### src/rtl/pwm_pkg.sv
// pwm_pkg
// Shared definitions for the motor-control PWM stages.
//   DT_CNT_W        width of the dead-time down-counter (DEADTIME range 1..255)
//   ST_*            dead-time FSM state encodings
//   dt_state_t      enum built on those encodings, used by deadtime_gen
package pwm_pkg;

    localparam int DT_CNT_W = 8;

    localparam logic [2:0] ST_IDLE    = 3'd0;
    localparam logic [2:0] ST_LO_ON   = 3'd1;
    localparam logic [2:0] ST_DT_RISE = 3'd2;
    localparam logic [2:0] ST_HI_ON   = 3'd3;
    localparam logic [2:0] ST_DT_FALL = 3'd4;

    typedef enum logic [2:0] {
        S_IDLE    = ST_IDLE,
        S_LO_ON   = ST_LO_ON,
        S_DT_RISE = ST_DT_RISE,
        S_HI_ON   = ST_HI_ON,
        S_DT_FALL = ST_DT_FALL
    } dt_state_t;

endpackage

### src/rtl/deadtime_gen.sv
// deadtime_gen
// Turns a registered compare bit into a complementary gate pair with
// dead-time. Both gates are decoded from the state register only.
//   clk, rst   clock, synchronous active-high reset
//   raw        desired polarity (1 = high side)
//   en         enable; low forces IDLE (both gates low) on the next edge
//   hi, lo     high/low side gates
//   state_dbg  current FSM state
module deadtime_gen
    import pwm_pkg::*;
#(
    parameter int DEADTIME = 4
) (
    input  logic       clk,
    input  logic       rst,
    input  logic       raw,
    input  logic       en,
    output logic       hi,
    output logic       lo,
    output logic [2:0] state_dbg
);

    localparam logic [DT_CNT_W-1:0] DT_LOAD = DT_CNT_W'(DEADTIME - 1);

    dt_state_t           state, state_nx;
    logic [DT_CNT_W-1:0] dt_cnt, dt_cnt_nx;

    always_ff @(posedge clk) begin
        if (rst) begin
            state  <= S_IDLE;
            dt_cnt <= '0;
        end else begin
            state  <= state_nx;
            dt_cnt <= dt_cnt_nx;
        end
    end

    // A reversal during a dead-time window returns straight to the gate
    // that was on before it, so short raw glitches never reach the
    // opposite gate.
    always_comb begin
        state_nx  = state;
        dt_cnt_nx = dt_cnt;
        if (!en) begin
            state_nx = S_IDLE;
        end else begin
            case (state)
                S_IDLE: begin
                    state_nx  = raw ? S_DT_RISE : S_DT_FALL;
                    dt_cnt_nx = DT_LOAD;
                end
                S_LO_ON: begin
                    if (raw) begin
                        state_nx  = S_DT_RISE;
                        dt_cnt_nx = DT_LOAD;
                    end
                end
                S_DT_RISE: begin
                    if (!raw)              state_nx  = S_LO_ON;
                    else if (dt_cnt == '0) state_nx  = S_HI_ON;
                    else                   dt_cnt_nx = dt_cnt - 1'b1;
                end
                S_HI_ON: begin
                    if (!raw) begin
                        state_nx  = S_DT_FALL;
                        dt_cnt_nx = DT_LOAD;
                    end
                end
                S_DT_FALL: begin
                    if (raw)               state_nx  = S_HI_ON;
                    else if (dt_cnt == '0) state_nx  = S_LO_ON;
                    else                   dt_cnt_nx = dt_cnt - 1'b1;
                end
                default: state_nx = S_IDLE;
            endcase
        end
    end

    assign hi        = (state == S_HI_ON);
    assign lo        = (state == S_LO_ON);
    assign state_dbg = state;

endmodule

### src/rtl/center_pwm_deadtime.sv
// center_pwm_deadtime
// Center-aligned complementary PWM with dead-time, driven by an external
// triangular carrier. Duty updates go through a shadow register and only
// take effect at the carrier valley.
//   clk, rst      clock, synchronous active-high reset
//   carrier       triangular carrier 0 -> 2^WIDTH-1 -> 0
//   en            output enable (low forces both gates low)
//   duty          requested compare value
//   duty_valid    duty is presented this cycle
//   duty_ready    shadow register can accept a value
//   pwm_hi        high-side gate (registered)
//   pwm_lo        low-side gate (registered)
//   period_start  one-cycle pulse after a new duty becomes active
//   dbg_state     dead-time FSM state
module center_pwm_deadtime
    import pwm_pkg::*;
#(
    parameter int WIDTH    = 8,
    parameter int DEADTIME = 4   // legal range 1..255
) (
    input  logic             clk,
    input  logic             rst,
    input  logic [WIDTH-1:0] carrier,
    input  logic             en,
    input  logic [WIDTH-1:0] duty,
    input  logic             duty_valid,
    output logic             duty_ready,
    output logic             pwm_hi,
    output logic             pwm_lo,
    output logic             period_start,
    output logic [2:0]       dbg_state
);

    logic [WIDTH-1:0] active_duty;
    logic [WIDTH-1:0] pend_duty;
    logic             pend_full;
    logic             raw_q;
    logic             valley_load;

    // Handshake: a transfer happens at a rising edge where duty_valid and
    // duty_ready are both high. duty_ready depends only on pend_full, never
    // on duty_valid; a value offered while the shadow is full is simply
    // held off until the valley has drained it.
    assign duty_ready  = !pend_full;
    assign valley_load = (carrier == '0) && pend_full;

    always_ff @(posedge clk) begin
        if (rst) begin
            active_duty  <= '0;
            pend_duty    <= '0;
            pend_full    <= 1'b0;
            raw_q        <= 1'b0;
            period_start <= 1'b0;
        end else begin
            // Uses the duty active before this edge; a valley load shows up
            // in raw_q from the following edge.
            raw_q        <= (carrier < active_duty);
            period_start <= valley_load;
            // valley_load needs pend_full and a transfer needs !pend_full,
            // so the two branches never compete.
            if (valley_load) begin
                active_duty <= pend_duty;
                pend_full   <= 1'b0;
            end else if (duty_valid && duty_ready) begin
                pend_duty <= duty;
                pend_full <= 1'b1;
            end
        end
    end

    deadtime_gen #(
        .DEADTIME (DEADTIME)
    ) u_deadtime_gen (
        .clk       (clk),
        .rst       (rst),
        .raw       (raw_q),
        .en        (en),
        .hi        (pwm_hi),
        .lo        (pwm_lo),
        .state_dbg (dbg_state)
    );

endmodule
### config.mk
export PLATFORM = sky130hd
export DESIGN_NAME = center_pwm_deadtime
export DESIGN_NICKNAME = d
export VERILOG_FILES = /design/src/rtl/pwm_pkg.sv /design/src/rtl/deadtime_gen.sv /design/src/rtl/center_pwm_deadtime.sv
export SDC_FILE = /design/constraint.sdc
export NUM_CORES = 1
export LEC_CHECK = 0
export CAP_MARGIN = 15
export CORE_MARGIN = 2
export CORE_UTILIZATION = 42
export CTS_BUF_LIST = sky130_fd_sc_hd__clkbuf_4 sky130_fd_sc_hd__clkbuf_8 sky130_fd_sc_hd__clkbuf_16
export CTS_CLUSTER_DIAMETER = 40
export DETAILED_ROUTE_END_ITERATION = 8
export PLACE_DENSITY = 0.66
export SYNTH_ARGS = -nofsm -noshare
export SYNTH_HDL_FRONTEND = slang
export SYNTH_SLANG_ARGS = --single-unit
### constraint.sdc
create_clock -name clk -period 1.8 [get_ports clk]
set_input_delay 0.36 -clock clk [delete_from_list [all_inputs] [get_ports clk]]
set_output_delay 0.36 -clock clk [all_outputs]
set_load 0.05 [all_outputs]
==> flow_metrics.env, run 1 <==
export IMPL_numCtsBuffers=5
export IMPL_drt_first_pass_iters=4
export IMPL_critical_path_slowest_cell="dfxtp_2"
export IMPL_max_cap_violations=0
export IMPL_p_comb_share_pct=22.0
export IMPL_cts_tree="done"
export IMPL_timing_critical_path_buf_inv=2
export IMPL_setup_violations=0
export IMPL_worst_setup_path_type="reg -> reg"
export IMPL_holdPathStages=1
export IMPL_clock_path_buffers=2
export IMPL_regToRegStartpoint="u_deadtime_gen.dt_cnt[1]"
export IMPL_worst_slew_pin_slew_ps=623.4
export IMPL_finalMaxSlewViolations=0
export IMPL_synth_edff_count=0
export IMPL_period_needed_ps=1684
export IMPL_die_w_um=65.07
export IMPL_rrSetupSlack_ps=120
export IMPL_dr_first_iter_drc_count=46
export IMPL_seq_area_frac_synth_pct=38.34
export IMPL_ant_nets=0
export IMPL_fmax_ghz=0.5937
export IMPL_initial_core_util_pct=43.11
export IMPL_antennaDiodeCount=0
export IMPL_hpwl_um=2644
export IMPL_crit_fanout=9
export IMPL_fill_cells=335
export IMPL_synth_nets=199
export IMPL_areaGrowthSynthToFinish_pct=35.22
export IMPL_crit_arrival_ps=1870
export IMPL_swShare_pct=27.35
export IMPL_die_area_um2=4234
export IMPL_synth_top_cell_by_area="dfxtp_1"
export IMPL_via_count=1352
export IMPL_pre_cts_ws_ps=-74.10
export IMPL_status="complete, no violations"
export IMPL_p_per_area_nw_per_um2=851.4
export IMPL_p_int_uw=1310
export IMPL_synth_area_top_cells="dfxtp_1 (38%), ha_1 (7.2%), mux2i_1 (5.1%), a22o_1 (4.5%), nor2_1 (4.3%)"
export IMPL_insertion_delay_ps=280
export IMPL_syn_area_um2=1567
export IMPL_critPathLaunchType="register"
export IMPL_async_flop_share_pct=0
export IMPL_synth_most_common_cell="dfxtp_1"
export IMPL_switching_power_uw=493.3
export IMPL_drt_wl_total_um=3396
export IMPL_required_ps=1980
export IMPL_p_total_uw=1803
export IMPL_min_to="active_duty[7]"
export IMPL_row_count=22
export IMPL_multi_input_area_um2=910.9
export IMPL_power_frac_clock_pct=36.4
export IMPL_yosys_warnings=0
export IMPL_avgSynthCellArea_um2=9.215
export IMPL_worstPathCellList="inv_1 > ha_2 > nor3b_2 > buf_4 > nand2_4 > and3_4 > or3_1 > o31ai_1"
export IMPL_clockRootBuffer="clkbuf_8"
export IMPL_worst_setup_path_end_kind="register"
export IMPL_path_clk_slew_ps=70
export IMPL_io_buffers=26
export IMPL_drive_gt1_share_pct=20.29
export IMPL_rr_worst_depth=8
export IMPL_fin_skew_ps=4.404
export IMPL_worstHoldStart="pend_duty[7]"
export IMPL_synth_commonest_cells="dfxtp_1 (30), nor2_1 (18), inv_1 (12), ha_1 (9)"
export IMPL_h_tree_depth=2
export IMPL_fin_nets=235
export IMPL_timing_hold_violations_final=0
export IMPL_viasPerCell=5.302
export IMPL_grt_pass1_vias=1357
export IMPL_cts_hold_buffers_added=0
export IMPL_grt_use_total_pct=17.53
export IMPL_timing_final_ws_setup_ps=115.6
export IMPL_drc=0
export IMPL_yosysTopAreaCellShare_pct=38.34
export IMPL_ys_types=46
export IMPL_postCtsSetupBuffers=0
export IMPL_regArea_um2=605.6
export IMPL_wl_per_cell_um=13.32
export IMPL_grt_max_degree=19
export IMPL_reg2reg_to="u_deadtime_gen.dt_cnt[0]"
export IMPL_antenna_found_initial=0
export IMPL_die_h_um=65.07
export IMPL_min_path_type="reg -> reg"
export IMPL_relSlewSlack_pct=58.35
export IMPL_grt_pass1_wl_um=5713
export IMPL_cp_top_family="simple AND/OR/NAND/NOR gates"
export IMPL_leakage_uw=0.0008907
export IMPL_grt_ovfl_total=0
export IMPL_core_um2=3633
export IMPL_ios=27
export IMPL_max_stage_delay_ps=340
export IMPL_ys_seq_elements=30
export IMPL_synthFlopType="dfxtp_1"
export IMPL_cts_sinks=30
export IMPL_period_share_pct=93.58
export IMPL_max_vdd_ir_drop_mv=0.5001
export IMPL_syn_inst=170
export IMPL_rsz0062_at_grt="no"
export IMPL_gp_congestion=0.8115
export IMPL_power_frac_seq_pct=41.6
## power groups by stage
stage | logic [uW] | registers, uW | clock network, uW
finish | 396 | 750 | 657
global route | 436 | 756 | 715
CTS | 392 | 745 | 676
detailed placement | 391 | 760 | 0
global placement | 377 | 758 | 0
floorplan | 242 | 756 | 0
## worst reg2reg max path, stage by stage, from the launching register on
cell and delay (ps):
dfxtp_2 340, inv_1 100, ha_2 190, nor3b_2 150, buf_4 150, nand2_4 80, and3_4 210, or3_1 300
o31ai_1 70
## stage by stage
stage	cells	TNS [ps]	utilization [%]	hold slack [ps]	instance area (um2)
after floorplan	170	0	-	441.7	1580
after global placement	247	-181.1	54.72	455.9	1988
after detailed placement	247	-525.4	54.72	460.1	1988
after CTS	255	0	57.71	475.8	2097
after global routing	255	0	58.30	505.7	2118
final	255	0	58.30	475.0	2118
## worst max-delay path by stage
stage                                            from                        to  slack (ps)  cells after the start
after global placement                            rst            active_duty[0]         -20                      4
final                        u_deadtime_gen.dt_cnt[1]  u_deadtime_gen.dt_cnt[0]         120                      8
after detailed placement                          rst            active_duty[5]         -70                      4
after floorplan           u_deadtime_gen.state_dbg[1]  u_deadtime_gen.dt_cnt[1]          20                      5
after CTS                    u_deadtime_gen.dt_cnt[1]  u_deadtime_gen.dt_cnt[0]          50                      8
after global routing         u_deadtime_gen.dt_cnt[1]  u_deadtime_gen.dt_cnt[0]           4                      8
## layer usage
layer	share of wire [%]	global-route usage (%)	wire length, um
met1	43	18.92	1468
met4	1.4	6.250	46
met5	0	0	0
met3	4.4	5.382	148
met2	51	32.09	1732
## cell usage in the layout (no fill, tap or decap), types with 2 or more instances in the layout
| cell type | count |
|---|---|
| clkinv_2 | 2 |
| nand4_1 | 4 |
| or3_1 | 2 |
| a22o_1 | 8 |
| clkdlybuf4s50_1 | 19 |
| o21ai_0 | 3 |
| nand2b_1 | 6 |
| a21oi_1 | 8 |
| nor4bb_1 | 2 |
| nand2_1 | 6 |
| ha_1 | 8 |
| o211a_1 | 2 |
| dfxtp_2 | 4 |
| inv_1 | 12 |
| nor2b_1 | 4 |
| a211oi_1 | 2 |
| o31ai_1 | 3 |
| o31ai_2 | 2 |
| a21o_1 | 4 |
| clkbuf_8 | 5 |
| nor3_1 | 3 |
| nor2_1 | 18 |
| buf_12 | 5 |
| dfxtp_1 | 26 |
| buf_4 | 13 |
| mux2i_1 | 8 |
| xnor2_1 | 2 |
## sequential cells by signal (all words and copies together), names as in the netlist
| register | flops |
|---|---|
| active_duty | 8 |
| pend_duty | 8 |
| u_deadtime_gen.dt_cnt | 8 |
| u_deadtime_gen.state_dbg | 3 |
| pend_full | 1 |
| period_start | 1 |
| raw_q | 1 |
## cell type report
type | instances | area share (%)
inverters | 12 | 2.126
clock buffers | 5 | 3.249
flip-flops and latches | 30 | 28.59
clock inverters | 3 | 1.890
multi-input cells | 120 | 43.00
well taps | 48 | 2.835
repair buffers | 37 | 18.31
## logic make-up after synthesis
kind of cell,share of synthesized area [%]
muxes,5.831
AOI/OAI and AO/OA,19.81
adders and majority gates,7.189
DFF,38.34
buffers and inverters,5.431
xor gates and xnor gates,1.678
and+or+nand+nor,21.72
## what timing repair did
item	in CTS	in global routing
setup endpoints to repair	0	3
endpoints found under the hold margin	0	0
gates resized for setup	0	8
Power figures use the tool's default switching activity.
==> run 2, diff against run 1 <==
- SLEW_MARGIN: not set -> 15
==> results of run 2 <==
No change in the layout: final DEF, timing and power equal those of run 1.
==> run 3, diff against run 2 <==
- CORE_MARGIN: 2 -> not set
- CORE_UTILIZATION: 42 -> 52
- PLACE_DENSITY: 0.66 -> 0.79
- SKIP_CTS_REPAIR_TIMING: not set -> 1
==> flow_metrics.env, run 3 (synthesis gave the netlist of run 1 again) <==
export IMPL_status="complete, but fails checks"
export IMPL_failed_checks="DRC"
export IMPL_path_clk_slew_ps=110
export IMPL_required_ps=1440
export IMPL_core_um2=2805
export IMPL_critical_path_slowest_cell="dfxtp_1"
export IMPL_numCtsBuffers=5
export IMPL_worstPathCellList="buf_4 > and3b_2 > buf_12"
export IMPL_clock_path_buffers=2
export IMPL_ant_nets=0
export IMPL_drt_first_pass_iters=6
export IMPL_multi_input_area_um2=918.4
export IMPL_insertion_delay_ps=340
export IMPL_timing_hold_violations_final=0
export IMPL_h_tree_depth=2
export IMPL_io_buffers=26
export IMPL_crit_fanout=9
export IMPL_min_path_type="reg -> reg"
export IMPL_cts_tree="done"
export IMPL_p_total_uw=1555
export IMPL_critPathLaunchType="register"
export IMPL_relSlewSlack_pct=60.29
export IMPL_wl_per_cell_um=14.43
export IMPL_grt_use_total_pct=23.86
export IMPL_cts_sinks=30
export IMPL_max_stage_delay_ps=490
export IMPL_p_per_area_nw_per_um2=748.8
export IMPL_grt_pass1_vias=1388
export IMPL_worst_setup_path_type="reg -> out"
export IMPL_rr_worst_depth=5
export IMPL_areaGrowthSynthToFinish_pct=32.59
export IMPL_antenna_found_initial=0
export IMPL_mostFrequentLayoutCell="dfxtp_1"
export IMPL_regArea_um2=603.1
export IMPL_setup_violations=0
export IMPL_timing_critical_path_buf_inv=2
export IMPL_worst_setup_path_end_kind="output pin"
export IMPL_drc=4
export IMPL_leakage_uw=0.0008797
export IMPL_clockRootBuffer="clkbuf_4"
export IMPL_max_cap_violations=0
export IMPL_cp_top_family="flip-flops"
export IMPL_max_vdd_ir_drop_mv=0.6038
export IMPL_viasPerCell=5.737
export IMPL_fin_skew_ps=12.53
export IMPL_ios=27
export IMPL_pre_cts_ws_ps=-45.64
export IMPL_row_count=19
export IMPL_worst_slew_pin_slew_ps=594.4
export IMPL_timing_final_ws_setup_ps=87.87
export IMPL_cp_num_cells=3
export IMPL_period_needed_ps=1712
export IMPL_drive_gt1_share_pct=20.75
export IMPL_crit_arrival_ps=1350
export IMPL_period_share_pct=95.12
export IMPL_drt_wl_total_um=3507
export IMPL_initial_core_util_pct=55.84
export IMPL_fill_cells=216
export IMPL_die_area_um2=3236
export IMPL_grt_ovfl_total=0
export IMPL_finalMaxSlewViolations=0
export IMPL_dr_first_iter_drc_count=94
export IMPL_fin_nets=240
export IMPL_finish_utilization_pct=74.04
export IMPL_via_count=1394
export IMPL_die_h_um=56.89
export IMPL_gp_congestion=0.8208
export IMPL_hpwl_um=2803
export IMPL_mostFrequentLayoutCells="dfxtp_1 (28), clkdlybuf4s50_1 (19), buf_4 (19)"
export IMPL_holdPathStages=1
export IMPL_top_regs="active_duty: 8 flops, pend_duty: 8 flops, u_deadtime_gen.dt_cnt: 8 flops"
export IMPL_antennaDiodeCount=0
export IMPL_grt_pass1_wl_um=5968
export IMPL_rrSetupSlack_ps=120
export IMPL_die_w_um=56.89
export IMPL_hold_ws_ps=487.2
export IMPL_grt_max_degree=14
export IMPL_fin_setup_tns_ps=0
export IMPL_fmax_ghz=0.5841
run 3: cell count changes in the layout (fill, tap and decap cells not counted), moves of 2 or more:
| cell | delta |
|---|---|
| clkbuf_4 | +5 |
| clkbuf_8 | -5 |
| buf_4 | +6 |
| dfxtp_2 | -2 |
| dfxtp_1 | +2 |
run 3: metal layers:
layer	GRT usage (%)	wire length [um]
met5	0	0
met4	9.408	46
met3	4.378	145
met2	39.83	1697
met1	30.23	1618
run 3: worst paths after layout:
| check | end | start |
|---|---|---|
| worst max-delay path | pwm_hi | u_deadtime_gen.state_dbg[1] |
| worst min-delay path | active_duty[6] | pend_duty[6] |
| worst max register to register | u_deadtime_gen.dt_cnt[0] | u_deadtime_gen.dt_cnt[2] |
| worst min register to register | active_duty[6] | pend_duty[6] |
run 3: per-stage QoR:
stage	std cells	instance area, um2
floorplan	170	1580
global placement	235	1992
detailed placement	235	1992
CTS	243	2051
global route	243	2077
finish	243	2077
run 3: where the power goes:
part | internal (uW) | switching [uW] | total, uW
Clock | 152 | 256 | 408
Combinational | 203 | 196 | 399
Sequential | 703 | 45.7 | 749
run 3: cell type report:
type | count | area share [%]
multi-input combinational | 120 | 44.22
sequential | 30 | 29.04
clock buffer | 5 | 1.807
inverter | 12 | 2.169
clock inverter | 3 | 1.024
timing repair buffer | 42 | 19.88
tap | 31 | 1.867
